### config.mk
export PLATFORM = sky130hd
export DESIGN_NAME = demux8_reg
export DESIGN_NICKNAME = d
export VERILOG_FILES = /design/src/rtl/demux8_reg.sv
export SDC_FILE = /design/constraint.sdc
export NUM_CORES = 1
export LEC_CHECK = 0
export ABC_AREA = 1
export BUFFER_PORTS_ARGS = -buffer_cell sky130_fd_sc_hd__buf_2
export CORE_MARGIN = 2
export CORE_UTILIZATION = 45
export DETAILED_ROUTE_END_ITERATION = 16
export GPL_TIMING_DRIVEN = 0
export PLACE_DENSITY = 0.7
export SETUP_SLACK_MARGIN = 0.05
export SYNTH_ARGS = -nofsm -noshare
export SYNTH_HDL_FRONTEND = slang
export SYNTH_SLANG_ARGS = --single-unit
### constraint.sdc
create_clock -name clk -period 1.7 [get_ports clk]
set_input_delay 0.34 -clock clk [delete_from_list [all_inputs] [get_ports clk]]
set_output_delay 0.34 -clock clk [all_outputs]
set_load 0.1 [all_outputs]
### src/rtl/demux8_reg.sv
// Registered 1-to-8 byte distributor: steers D into one of eight holding slots with loaded flags.
// Latency 1 cycle for write/ack; no stall, producer throttles on full/loaded.
module demux8_reg (
    input  logic       clk,
    input  logic       reset_n,
    input  logic [7:0] D,
    input  logic       S1,
    input  logic       S2,
    input  logic       S3,
    input  logic       wr_en,
    input  logic       auto_inc,
    input  logic       ptr_clr,
    input  logic       ack,
    input  logic [2:0] ack_sel,
    output logic [7:0] A,
    output logic [7:0] B,
    output logic [7:0] C,
    output logic [7:0] D_o,
    output logic [7:0] E,
    output logic [7:0] F,
    output logic [7:0] G,
    output logic [7:0] H,
    output logic [7:0] loaded,
    output logic       full,
    output logic [2:0] ptr,
    output logic       ovf
);

    logic [7:0] slot_q [8];
    logic [7:0] slot_d [8];
    logic [7:0] loaded_q, loaded_d;
    logic [2:0] ptr_q, ptr_d;
    logic       ovf_q, ovf_d;
    logic [2:0] waddr;
    logic       ovf_set;

    assign waddr   = auto_inc ? ptr_q : {S1, S2, S3};
    assign ovf_set = wr_en && loaded_q[waddr];

    always_comb begin
        slot_d   = slot_q;
        loaded_d = loaded_q;
        ptr_d    = ptr_q;
        ovf_d    = ovf_q;
        // Ack is applied first so a same-slot write overrides it.
        if (ack)
            loaded_d[ack_sel] = 1'b0;
        if (wr_en) begin
            slot_d[waddr]   = D;
            loaded_d[waddr] = 1'b1;
        end
        if (ptr_clr)
            ptr_d = 3'd0;
        else if (wr_en && auto_inc)
            ptr_d = ptr_q + 3'd1;
        if (ovf_set)
            ovf_d = 1'b1;
        else if (ptr_clr)
            ovf_d = 1'b0;
    end

    always_ff @(posedge clk or negedge reset_n) begin
        if (!reset_n) begin
            for (int i = 0; i < 8; i++)
                slot_q[i] <= 8'h00;
            loaded_q <= 8'h00;
            ptr_q    <= 3'd0;
            ovf_q    <= 1'b0;
        end else begin
            slot_q   <= slot_d;
            loaded_q <= loaded_d;
            ptr_q    <= ptr_d;
            ovf_q    <= ovf_d;
        end
    end

    assign A      = slot_q[0];
    assign B      = slot_q[1];
    assign C      = slot_q[2];
    assign D_o    = slot_q[3];
    assign E      = slot_q[4];
    assign F      = slot_q[5];
    assign G      = slot_q[6];
    assign H      = slot_q[7];
    assign loaded = loaded_q;
    assign full   = &loaded_q;
    assign ptr    = ptr_q;
    assign ovf    = ovf_q;

endmodule
* Word level (Yosys, flattened, before mapping)
Cells that the tools add are included.
Widths: inputs -> output; s select.
** Word-level totals
- Output and inout port bits :: 77
- Bits in registers :: 76
- Input bits :: 20
- Logic and storage cells :: 46
** Operators by class
- $lt $le $gt $ge :: 6
- $add $sub $neg :: 1
- Reduce and logical (&&, ||, !) cells :: 8
- Bitwise gates (word level) :: 4
- Muxes and demuxes :: 16
** Operator list (number)
- $bwmux 64 :: 1
- $demux 8 s3 :: 1
- $mux 8 :: 3
- $mux 3 :: 3
- $and 8x8->8 :: 1
- $lt 3x4->1 const B :: 2
- $not 8->8 :: 1
- $or 8x8->8 :: 1
- $reduce_and 8->1 :: 1
- $demux 1 s3 :: 2
- $ge 3x1->1 const B :: 2
- $logic_and 1x1->1 :: 5
- $mux 1 :: 5
- $ge 4x4->1 const B :: 1
- $lt 4x1->1 const B :: 1
- $not 3->4 :: 1
- $reduce_bool 2->1 :: 2
- $add 3x1->3 const B :: 1
- $bmux 1 s3 :: 1

* Longest topological paths before layout
- Depth after elaboration :: 9
- Gate-level depth with buffers :: 9
- Mapped depth without buffers :: 8

* Least setup slack after synthesis
No wires, ideal clock.
- Path kind :: register -> output
- Start :: reg loaded_q[7] (netlist: loaded[7])
- End :: out full
- Path buffers :: 0
- Arrival :: 2.408 ns
- Cell stages (with the launch flop) :: 3
- Setup slack :: -1.048 ns
- Cells stage by stage :: dfrtp_1 nand4_1 nor2_1
** Between the ends
- Longest elaborated chain between the ends :: 1
** Ends and longest elaborated chain
- start, declared :: line 31 : logic [7:0] loaded_q, loaded_d;
- start signal, assigned :: line 71 : loaded_q <= loaded_d;
- $reduce_and 8->1 :: line 86 : assign full = &loaded_q;
- end, declared :: line 24 : output logic full,
No other way between the ends.

* Worst setup path in the final report
- Start :: reg loaded_q[2] (netlist: loaded[2])
- End :: out full
Same word-level chain as after synthesis.

==> run metrics <==
First-pass DRT Iterations 4; area of the multi-input gates 1180 µm²; Final #Nets between 400 and 500; synthesis-to-finish area growth 26.8%; design area 4110 µm²; drt wl/cell 15.4 µm; ys async rst share 100%; min Tclk post-route 1620 ps; synth unique cells 20; power per standard cell area 2070 nW/µm²; Worst setup EP type primary output; Period Utilization, post-route 95.2%; critical path class register to primary output; drt total wl 8030 µm; Reg area 1940 µm²; number of enable flip-flop cells after synthesis 0; sequential share of power 30.1%; Tot GR Track Use between 20 and 25%; Layout fillers 610; I/O Pins 97; clock share of power 14.3%; share of cells above drive strength 1 43.2%; Final Hold Viols 0; slowest cell on the critical path dfrtp_4; H-tree Lvls 3; Logic pwr share 55.6%; port bufs 96; synthesized flop and latch total 76; Syn Area/Cell between 10 and 15 µm²; post-synth top area share roughly three fifths; placer congestion estimate around 0.85; clk_skew 9.27 ps; Synth area leaders dfrtp_1 59%, nand2_1 11%, o21ai_2 8.9%; number of global-route vias before repair 2,441; Max FO, Critical Path 4; drt drc 0; die height roughly 89 µm; Worst slew margin 66.3%; Sw Share 58.9%; row cnt 30; Commonest cells post-synth 97 x nand2_1, 76 x dfrtp_1, 33 x o21ai_2; synth warn 0; die area 7900 µm²; CP startpoint kind register; Post-Syn Nets 333; cell chain of the critical path nand4_1 > nor2_4 > buf_12; status completed; Leak around 2.2 nW; DP Wirelength between 5000 and 6000 µm; CTS tree yes; cell family with most CP delay flip-flops; count leader, synth nand2_1; worst min path class input port to register; first-pass GRT wire length 12,600 µm; crit path buf inv count 1; critical path data required time approximately 1400 ps; antenna violations before repair 0; drt via density 4.90; pre-CTS setup slack 105 ps; CTS root buf clkbuf_8; Die X 88.9 µm; slew of the pin with the lowest slew margin roughly 500 ps; Area after DPL 3920 µm²; Cells after Synth ~310; Slew Viols, Final 0; sequential cell area fraction in the yosys report 58.7%; Clock transition at path regs ~70 ps; pin count of the biggest net entering global routing 55; maximum clock insertion buffer count 2; fmax 618 MHz; RSZ-0062 raised after global routing false; total gr overflow 0; Max stage delay on crit path 440 ps; Initial Util 47.2%; Mapped Area around 3200 µm²; core area 6870 µm²; Final ANT Viol Nets 0; Antenna Cells 0; max_cap viols 0; Vias 2,557; internal power 3.50 mW; switching power 5.02 mW; Power Total 8.52 mW; TritonCTS Buffers 9; Setup WS post-layout around 81 ps; maximum vdd drop between 1 and 1.5 mV; clk_lat worst skew 350 ps; Final setup viols 0; clock sink count 76; Initial DRC Count about 120; cell accounting for the most synthesized area dfrtp_1; Synth Flop Type dfrtp_1; arrival time at the worst endpoint roughly 1300 ps
[worst register-to-register path, cell delays in order, from the launching register on]
cell	delay [ps]
dfrtp_4	510
nand2_4	130
nand2_4	100
nor2_8	180
nand2_4	110
buf_6	170
nand2_1	100
o21ai_2	60
[placed cells by master (no fill, tap or decap)]
cell type / instances
inv_2: 2
nor2_4: 4
o21ai_1: 31
nand4_1: 4
a21oi_4: 1
nand3_1: 8
nor3_1: 1
nand2_2: 2
inv_1: 18
clkinvlp_4: 2
dfrtp_4: 9
dfrtp_2: 2
buf_4: 1
nor2_1: 3
o21ai_2: 33
nand2_1: 97
buf_12: 1
clkinv_2: 2
xor2_1: 1
nand2_4: 11
dfrtp_1: 65
clkbuf_8: 10
ha_1: 1
buf_16: 1
buf_6: 8
dlygate4sd3_1: 1
o21ai_0: 9
a211oi_1: 1
nor2_8: 1
clkbuf_1: 2
buf_2: 94
[what timing repair did]
action                                  in CTS  in global routing
endpoints found under the setup margin       1                  1
endpoints found under the hold margin       22                  0
buffers inserted                             0                  0
pin swaps                                    0                  0
resized for setup                            3                  1
hold buffers                                 1                  0
[through the flow]
| stage | setup TNS [ps] | util, % | hold slack (ps) | instances |
|---|---|---|---|---|
| floorplan | 0 | - | 44.4 | 312 |
| global placement | -17910 | 56.6 | 461 | 504 |
| detailed placement | 0 | 57.0 | 263 | 505 |
| CTS | 0 | 59.8 | 160 | 522 |
| global route | 0 | 59.8 | 177 | 522 |
| finish | 0 | 59.8 | 168 | 522 |
[metal layers]
layer,GRT usage (%),wire (µm),up-vias,part of all wire [%]
met4,7.99,112,0,1.4
met3,6.44,666,11,8.3
met5,0,0,-,0
met2,31.1,3620,83,45
met1,31.8,3630,1221,45
li1,-,-,1242,-
[registers in the layout, indices dropped and copies added (netlist names)]
signal	flops
ovf	1
C	8
H	8
ptr	3
B	8
G	8
loaded	8
A	8
D_o	8
F	8
E	8
[cell families after synthesis]
| family | Yosys count | share of synthesized area, % |
|---|---|---|
| compound gates | 75 | 15.8 |
| xor+xnor | 1 | 0.270 |
| fa+ha+maj | 1 | 0.386 |
| buf+inv | 28 | 5.10 |
| flops | 76 | 58.7 |
| simple gates | 131 | 19.7 |
[power by group through the flow]
| stage | sequential (mW) | combinational, mW | clock (mW) |
|---|---|---|---|
| 2_1_floorplan | 5.95 | 0.619 | 0 |
| 3_3_place_gp | 2.59 | 4.71 | 0 |
| 3_5_place_dp | 2.60 | 4.76 | 0 |
| 4_1_cts | 2.57 | 4.77 | 1.25 |
| 5_1_grt | 2.62 | 4.91 | 1.30 |
| 6_report | 2.57 | 4.74 | 1.22 |
[final timing paths]
path,slack [ps],start,endpoint,depth (start not counted)
hold / removal,170,ptr_clr,ptr[0],2
max in group asynchronous,670,reset_n,loaded[4],3
setup reg to reg,230,ptr[0],C[6],7
setup / recovery,80,loaded[2],full,3
hold reg to reg,480,H[3],H[3],2
min in group asynchronous,430,reset_n,C[1],2
[cell type report]
cell class | instances | area share, %
Sequential cell | 76 | 47.2
Buffer | 8 | 2.19
Tap cell | 96 | 2.92
Clock inverter | 4 | 0.609
Clock buffer | 12 | 3.53
Timing Repair Buffer | 98 | 13.0
Inverter | 20 | 1.83
Multi-Input combinational cell | 208 | 28.7
(Power assumes the default switching activity.)
